### config.mk
export PLATFORM = sky130hd
export DESIGN_NAME = operand_stage_flat
export DESIGN_NICKNAME = d
export VERILOG_FILES = /design/src/rtl/operand_stage_if.sv /design/src/rtl/operand_stage.sv /design/src/flat_wrapper.sv
export SDC_FILE = /design/constraint.sdc
export NUM_CORES = 2
export LEC_CHECK = 0
export ABC_AREA = 1
export CORE_MARGIN = 2
export CORE_UTILIZATION = 30
export DETAILED_ROUTE_END_ITERATION = 16
export HOLD_SLACK_MARGIN = 0.03
export PLACE_DENSITY = 0.53
export SETUP_SLACK_MARGIN = 0.02
export SKIP_LAST_GASP = 1
export SYNTH_ARGS = -nofsm -noshare
export SYNTH_HDL_FRONTEND = slang
export SYNTH_SLANG_ARGS = --single-unit
### constraint.sdc
create_clock -name clk -period 11.9 [get_ports clk]
set_input_delay 2.975 -clock clk [delete_from_list [all_inputs] [get_ports clk]]
set_output_delay 2.975 -clock clk [all_outputs]
set_load 0.02 [all_outputs]
### src/rtl/operand_stage_if.sv
`default_nettype none
// ============================================================================
//  Module      : operand_stage_if
//  Description : Bundles the signals around the operand-fetch stage: the
//                decode-side issue handshake, the writeback port and the
//                execute-side output handshake.
//                slave  modport : seen by operand_stage
//                master modport : seen by the surrounding pipeline
//  Revision    : 1.0  initial release
// ============================================================================
interface operand_stage_if #(
    parameter int REG_ADDRESS_SIZE = 5,
    parameter int REG_SIZE         = 32
);
    // decode -> stage
    logic                        in_valid;
    logic                        in_ready;
    logic [REG_ADDRESS_SIZE-1:0] addr_r1;
    logic [REG_ADDRESS_SIZE-1:0] addr_r2;
    logic [REG_ADDRESS_SIZE-1:0] addr_rd;
    logic                        rd_en;
    logic [REG_SIZE-1:0]         immediate;
    logic                        Ie;
    // writeback -> stage
    logic                        wb_we;
    logic [REG_ADDRESS_SIZE-1:0] wb_addr;
    logic [REG_SIZE-1:0]         wb_data;
    // stage -> execute
    logic                        out_valid;
    logic                        out_ready;
    logic [REG_SIZE-1:0]         operand1;
    logic [REG_SIZE-1:0]         operand2;
    logic [REG_ADDRESS_SIZE-1:0] out_addr_rd;
    logic                        out_rd_en;

    modport slave (
        input  in_valid, addr_r1, addr_r2, addr_rd, rd_en, immediate, Ie,
        input  wb_we, wb_addr, wb_data, out_ready,
        output in_ready, out_valid, operand1, operand2, out_addr_rd, out_rd_en
    );

    modport master (
        output in_valid, addr_r1, addr_r2, addr_rd, rd_en, immediate, Ie,
        output wb_we, wb_addr, wb_data, out_ready,
        input  in_ready, out_valid, operand1, operand2, out_addr_rd, out_rd_en
    );
endinterface
`default_nettype wire

### src/rtl/operand_stage.sv
`default_nettype none
// ============================================================================
//  Module      : operand_stage
//  Description : Operand-fetch stage between decode and execute. Holds the
//                register bank, a per-register pending-write scoreboard,
//                same-cycle writeback bypass and the operand-2 immediate
//                select. Operands are registered behind a valid/ready
//                handshake; issue stalls on read-after-write hazards.
//  Ports       : clk    - clock, rising edge
//                reset  - synchronous active-high reset
//                bus    - operand_stage_if.slave (issue, writeback, output)
//  Revision    : 1.0  initial release
// ============================================================================
module operand_stage #(
    parameter int REG_ADDRESS_SIZE = 5,
    parameter int REG_SIZE         = 32,
    parameter int ZERO_REG         = 1
) (
    input  wire logic       clk,
    input  wire logic       reset,
    operand_stage_if.slave  bus
);
    localparam int DEPTH      = 2 ** REG_ADDRESS_SIZE;
    localparam bit c_ZERO_EN  = (ZERO_REG != 0);
    localparam logic [REG_ADDRESS_SIZE-1:0] c_R0 = '0;

    logic [REG_SIZE-1:0]         r_bank [DEPTH];
    logic [DEPTH-1:0]            r_pending;
    logic                        r_out_valid;
    logic [REG_SIZE-1:0]         r_operand1;
    logic [REG_SIZE-1:0]         r_operand2;
    logic [REG_ADDRESS_SIZE-1:0] r_out_addr_rd;
    logic                        r_out_rd_en;

    logic                        w_byp1, w_byp2;
    logic                        w_zero1, w_zero2;
    logic [REG_SIZE-1:0]         w_src1, w_src2;
    logic                        w_hazard1, w_hazard2;
    logic                        w_in_ready;
    logic                        w_accept;
    logic [DEPTH-1:0]            w_pend_set;
    logic [DEPTH-1:0]            w_pend_clr;

    // Source selection: hard zero beats bypass, bypass beats bank contents.
    always_comb begin
        w_byp1  = bus.wb_we && (bus.wb_addr == bus.addr_r1);
        w_byp2  = bus.wb_we && (bus.wb_addr == bus.addr_r2);
        w_zero1 = c_ZERO_EN && (bus.addr_r1 == c_R0);
        w_zero2 = c_ZERO_EN && (bus.addr_r2 == c_R0);

        if (w_zero1)     w_src1 = '0;
        else if (w_byp1) w_src1 = bus.wb_data;
        else             w_src1 = r_bank[bus.addr_r1];

        if (w_zero2)     w_src2 = '0;
        else if (w_byp2) w_src2 = bus.wb_data;
        else             w_src2 = r_bank[bus.addr_r2];

        // A pending source is only a hazard if this cycle's writeback does
        // not deliver it; r2 is irrelevant when the immediate is selected.
        w_hazard1  = r_pending[bus.addr_r1] && !w_byp1;
        w_hazard2  = r_pending[bus.addr_r2] && !w_byp2 && !bus.Ie;
        w_in_ready = !(w_hazard1 || w_hazard2) && (!r_out_valid || bus.out_ready);
        w_accept   = bus.in_valid && w_in_ready;
    end

    generate
        for (genvar gi = 0; gi < DEPTH; gi++) begin : g_pend
            localparam logic [REG_ADDRESS_SIZE-1:0] c_IDX = REG_ADDRESS_SIZE'(gi);
            localparam bit c_LOCKED = c_ZERO_EN && (gi == 0);
            assign w_pend_set[gi] = !c_LOCKED && w_accept && bus.rd_en &&
                                    (bus.addr_rd == c_IDX);
            assign w_pend_clr[gi] = bus.wb_we && (bus.wb_addr == c_IDX);
        end
    endgenerate

    always_ff @(posedge clk) begin
        if (reset) begin
            for (int i = 0; i < DEPTH; i++) r_bank[i] <= '0;
            r_pending     <= '0;
            r_out_valid   <= 1'b0;
            r_operand1    <= '0;
            r_operand2    <= '0;
            r_out_addr_rd <= '0;
            r_out_rd_en   <= 1'b0;
        end else begin
            if (bus.wb_we && !(c_ZERO_EN && bus.wb_addr == c_R0))
                r_bank[bus.wb_addr] <= bus.wb_data;

            // Set after clear: a new issue to the same register re-arms it.
            r_pending <= (r_pending & ~w_pend_clr) | w_pend_set;

            if (w_accept) begin
                r_out_valid   <= 1'b1;
                r_operand1    <= w_src1;
                r_operand2    <= bus.Ie ? bus.immediate : w_src2;
                r_out_addr_rd <= bus.addr_rd;
                r_out_rd_en   <= bus.rd_en;
            end else if (bus.out_ready) begin
                r_out_valid   <= 1'b0;
            end
        end
    end

    assign bus.in_ready    = w_in_ready;
    assign bus.out_valid   = r_out_valid;
    assign bus.operand1    = r_operand1;
    assign bus.operand2    = r_operand2;
    assign bus.out_addr_rd = r_out_addr_rd;
    assign bus.out_rd_en   = r_out_rd_en;

endmodule
`default_nettype wire
### src/flat_wrapper.sv
// flat-port wrapper written by rule: the top's interface ports become plain ports
module operand_stage_flat 
#(
    parameter int REG_ADDRESS_SIZE = 5,
    parameter int REG_SIZE         = 32,
    parameter int ZERO_REG         = 1
)
  (clk, reset, bus_in_valid, bus_addr_r1, bus_addr_r2, bus_addr_rd, bus_rd_en, bus_immediate, bus_Ie, bus_wb_we, bus_wb_addr, bus_wb_data, bus_out_ready, bus_in_ready, bus_out_valid, bus_operand1, bus_operand2, bus_out_addr_rd, bus_out_rd_en);
  operand_stage_if #(.REG_ADDRESS_SIZE(REG_ADDRESS_SIZE), .REG_SIZE(REG_SIZE)) bus_i ();
  input  wire logic clk;
  input  wire logic reset;
  input wire logic [$bits(bus_i.in_valid)-1:0] bus_in_valid;
  input wire logic [$bits(bus_i.addr_r1)-1:0] bus_addr_r1;
  input wire logic [$bits(bus_i.addr_r2)-1:0] bus_addr_r2;
  input wire logic [$bits(bus_i.addr_rd)-1:0] bus_addr_rd;
  input wire logic [$bits(bus_i.rd_en)-1:0] bus_rd_en;
  input wire logic [$bits(bus_i.immediate)-1:0] bus_immediate;
  input wire logic [$bits(bus_i.Ie)-1:0] bus_Ie;
  input wire logic [$bits(bus_i.wb_we)-1:0] bus_wb_we;
  input wire logic [$bits(bus_i.wb_addr)-1:0] bus_wb_addr;
  input wire logic [$bits(bus_i.wb_data)-1:0] bus_wb_data;
  input wire logic [$bits(bus_i.out_ready)-1:0] bus_out_ready;
  output wire logic [$bits(bus_i.in_ready)-1:0] bus_in_ready;
  output wire logic [$bits(bus_i.out_valid)-1:0] bus_out_valid;
  output wire logic [$bits(bus_i.operand1)-1:0] bus_operand1;
  output wire logic [$bits(bus_i.operand2)-1:0] bus_operand2;
  output wire logic [$bits(bus_i.out_addr_rd)-1:0] bus_out_addr_rd;
  output wire logic [$bits(bus_i.out_rd_en)-1:0] bus_out_rd_en;
  assign bus_i.in_valid = bus_in_valid;
  assign bus_i.addr_r1 = bus_addr_r1;
  assign bus_i.addr_r2 = bus_addr_r2;
  assign bus_i.addr_rd = bus_addr_rd;
  assign bus_i.rd_en = bus_rd_en;
  assign bus_i.immediate = bus_immediate;
  assign bus_i.Ie = bus_Ie;
  assign bus_i.wb_we = bus_wb_we;
  assign bus_i.wb_addr = bus_wb_addr;
  assign bus_i.wb_data = bus_wb_data;
  assign bus_i.out_ready = bus_out_ready;
  assign bus_in_ready = bus_i.in_ready;
  assign bus_out_valid = bus_i.out_valid;
  assign bus_operand1 = bus_i.operand1;
  assign bus_operand2 = bus_i.operand2;
  assign bus_out_addr_rd = bus_i.out_addr_rd;
  assign bus_out_rd_en = bus_i.out_rd_en;
  operand_stage #(.REG_ADDRESS_SIZE(REG_ADDRESS_SIZE), .REG_SIZE(REG_SIZE), .ZERO_REG(ZERO_REG)) u_core (.clk(clk), .reset(reset), .bus(bus_i));
endmodule
==> results.sh <==
export IMPL_status="completed"
export IMPL_htree_levels=3
export IMPL_first_iter_violations=8104
export IMPL_drt_wl_total_um=264000
export IMPL_crit_path_max_incr_delay_ns=0.93
export IMPL_avgSynthCellArea_sq_um=8.29
export IMPL_report_final_hold_viol_count=0
export IMPL_grt_max_degree=210
export IMPL_n_fill_cell=20900
export IMPL_r2r_end="u_core.bus.operand1[17]"
export IMPL_max_vdd_ir_drop_mv=0.117
export IMPL_grt_pass1_vias=50600
export IMPL_synthArstFlopShare_pct=0
export IMPL_dr_pass1_iters=6
export IMPL_reg2reg_depth=12
export IMPL_yosysTopAreaCell="edfxtp_1"
export IMPL_holdCritPathClass="flip-flop to flip-flop"
export IMPL_setup_viol_count_final=0
export IMPL_cts_resized=0
export IMPL_synth_edf_count=1024
export IMPL_clock_sinks=1127
export IMPL_die_area_sq_um=207000
export IMPL_max_freq_mhz=104
export IMPL_synth_seq_cells=1127
export IMPL_vias_per_cell=5.60
export IMPL_netlist_instances=7346
export IMPL_cp_top_family="buffers and inverters"
export IMPL_required_ns=8.93
export IMPL_drive_above_1_share_pct=5.42
export IMPL_clk_latency_ns=0.80
export IMPL_setup_worst_path_end="bus_in_ready"
export IMPL_fin_crit_ns=9.61
export IMPL_drc=0
export IMPL_synth_seq_area_share_pct=53.9
export IMPL_cts_root_buf="clkbuf_16"
export IMPL_hold_buffers=0
export IMPL_vias=55400
export IMPL_worstSetupEndpointType="primary output"
export IMPL_cts_made_buffers=121
export IMPL_syn_cell_area_sq_um=60900
export IMPL_pre_cts_ws_ns=2.35
export IMPL_synth_distinct_cells=28
export IMPL_rrSetupSlack_ns=8.66
export IMPL_grtUsageTotal_pct=24.7
export IMPL_dpl_hpwl_um=158000
export IMPL_ant_nets=0
export IMPL_cts_tree="built"
export IMPL_final_nets=7199
export IMPL_cts_clk_slew_worst_paths_ns=0.06
export IMPL_grt_overflow=0
export IMPL_cpMaxStageDelayCell="nor2_4"
export IMPL_start_kind="input pin"
export IMPL_total_power_mw=9.74
export IMPL_ys_top_cells_by_area="edfxtp_1, nor2_1, o21ai_0, nand2_1, nand3_1"
export IMPL_leakagePower_nw=25.5
export IMPL_path_cells="buf_4 -> clkinv_2 -> nor2_4 -> inv_2 -> a21oi_1 -> nor2_1 -> nand2_1 -> nand3_1 -> nand2_1 -> nor2_4 -> clkdlybuf4s50_1"
export IMPL_io_buffers=162
export IMPL_place_gp_congestion=0.953
export IMPL_antenna_found_initial=13
export IMPL_max_slew_worst_pin_slew_ns=1.22
export IMPL_grt_pass1_wl_um=371000
export IMPL_row_count=165
export IMPL_critPathBufInv=4
export IMPL_finClkSkew_ns=0.0463
export IMPL_netlist_area_leader_share_pct=50.5
export IMPL_cts_post_setup_buffers_inserted=0
export IMPL_synth_top_cells_by_count="nor2_1, edfxtp_1, nand2_1"
export IMPL_synth_ff_type="edfxtp_1"
export IMPL_maxCapViolations=0
export IMPL_regToRegStartpoint="u_core.r_pending[20]"
export IMPL_finalCritPeriodShare_pct=80.8
export IMPL_rsz0062_at_grt="no"
export IMPL_worst_slack_ns=2.29
export IMPL_timing_slew_headroom_pct=18.6
export IMPL_crit_cells=11
export IMPL_critPathLaunch="bus_addr_r1[2]"
export IMPL_yosysWarningCount=0
export IMPL_maxSlewViolCount=0
export IMPL_core_area_sq_um=202000
export IMPL_io_pins=163
export IMPL_cts_max_path_buffers=3
export IMPL_syn2layout_area_growth_pct=11.8
export IMPL_p_per_area_nw_per_um2=143
export IMPL_worstPathArrival_ns=6.64
export IMPL_wl_per_cell_um=26.7
export IMPL_yosysMostFrequentCell="nor2_1"
export IMPL_cp_max_fo=40
export IMPL_crit_type="input pin to primary output"
export IMPL_setup_tns_ns=0
export IMPL_start_util_pct=30.1
export IMPL_die_h_um=454
export IMPL_die_w_um=454
==> power by group <==
part	total (mW)	internal, mW	switching [mW]
Clock	3.66	1.98	1.68
Sequential	4.63	4.54	0.0922
Combinational	1.46	0.358	1.10
Total	9.74	6.87	2.87
==> layer usage <==
layer / wire length, um / up-vias / GRT usage [%] / share of wire, %
li1: - / 24600 / - / -
met1: 103000 / 27000 / 32.2 / 39
met2: 118000 / 3169 / 38.1 / 44
met3: 26600 / 596 / 5.16 / 10
met4: 16900 / 0 / 13.8 / 6.4
met5: 0 / - / 0 / 0
==> through the flow <==
stage	instance area [sq um]	util, %	hold WS [ns]	cells
2_1_floorplan	61000	-	0.441	7377
3_3_place_gp	64400	31.9	0.453	9657
3_5_place_dp	64400	31.9	0.461	9657
4_1_cts	68100	33.7	0.470	9881
5_1_grt	68100	33.7	0.481	9884
6_report	68100	33.7	0.469	9885
==> tightest hold or removal path, stage by stage (launching register included) <==
cell     delay [ns]
dfxtp_1        0.31
nand2_1        0.06
a21oi_1        0.05
==> layout by cell type (no fill, tap or decap), types with 32 or more instances in the layout <==
cell | Yosys | routed
edfxtp_1 | 1024 | 1024
clkdlybuf4s50_1 | 0 | 150
nand2_2 | 1 | 39
nand4_1 | 34 | 34
a21oi_1 | 609 | 609
clkbuf_16 | 0 | 123
nor2_1 | 1396 | 1396
clkinv_1 | 1 | 33
nand2_1 | 936 | 897
conb_1 | 1 | 32
buf_4 | 13 | 141
o22ai_1 | 56 | 56
dfxtp_1 | 103 | 103
nand3_1 | 644 | 627
clkbuf_1 | 461 | 38
o211ai_1 | 365 | 365
o21ai_0 | 856 | 856
inv_1 | 569 | 559
==> worst min path at each step <==
stage                                          from                        end  slack, ns  cells past startpoint
after detailed placement       u_core.r_pending[15]       u_core.r_pending[15]       0.46                      2
final                     u_core.bus.out_addr_rd[0]  u_core.bus.out_addr_rd[0]       0.47                      2
after global placement    u_core.bus.out_addr_rd[1]  u_core.bus.out_addr_rd[1]       0.45                      2
after global routing            u_core.r_pending[6]        u_core.r_pending[6]       0.48                      2
after floorplan                 u_core.r_pending[0]        u_core.r_pending[0]       0.44                      2
after CTS                      u_core.r_pending[15]       u_core.r_pending[15]       0.47                      2
==> kinds of logic (layout without fill, tap and decap cells) <==
group                  count (synthesis)  in the layout  synth area share [%]
DFF                                 1127           1127                  53.9
buffers and inverters               1273           1105                  8.29
other                                  1             36               0.00616
AOI/OAI and AO/OA                   1924           1924                  17.6
and+or+nand+nor                     3021           3021                  20.2
==> cell type report <==
| type | count | area, sq um | area share [%] |
|---|---|---|---|
| antenna | 4 | 10.0 | 0.0147 |
| clock buffer | 170 | 3330 | 4.89 |
| clock inverter | 54 | 339 | 0.498 |
| inverter | 579 | 2190 | 3.22 |
| multi-input combinational | 4977 | 23300 | 34.3 |
| sequential | 1127 | 32800 | 48.2 |
| tap | 2672 | 3340 | 4.91 |
| timing repair buffer | 302 | 2710 | 3.98 |
==> flip-flops by register name, indices dropped and copies added, names as in the netlist <==
name and count:
u_core.bus.operand1 32, u_core.bus.out_addr_rd 5, u_core.bus.out_rd_en 1, u_core.r_bank 1024
u_core.bus.operand2 32, u_core.r_pending 32, u_core.bus.out_valid 1
Note: power is estimated with default switching activity, not from simulation.
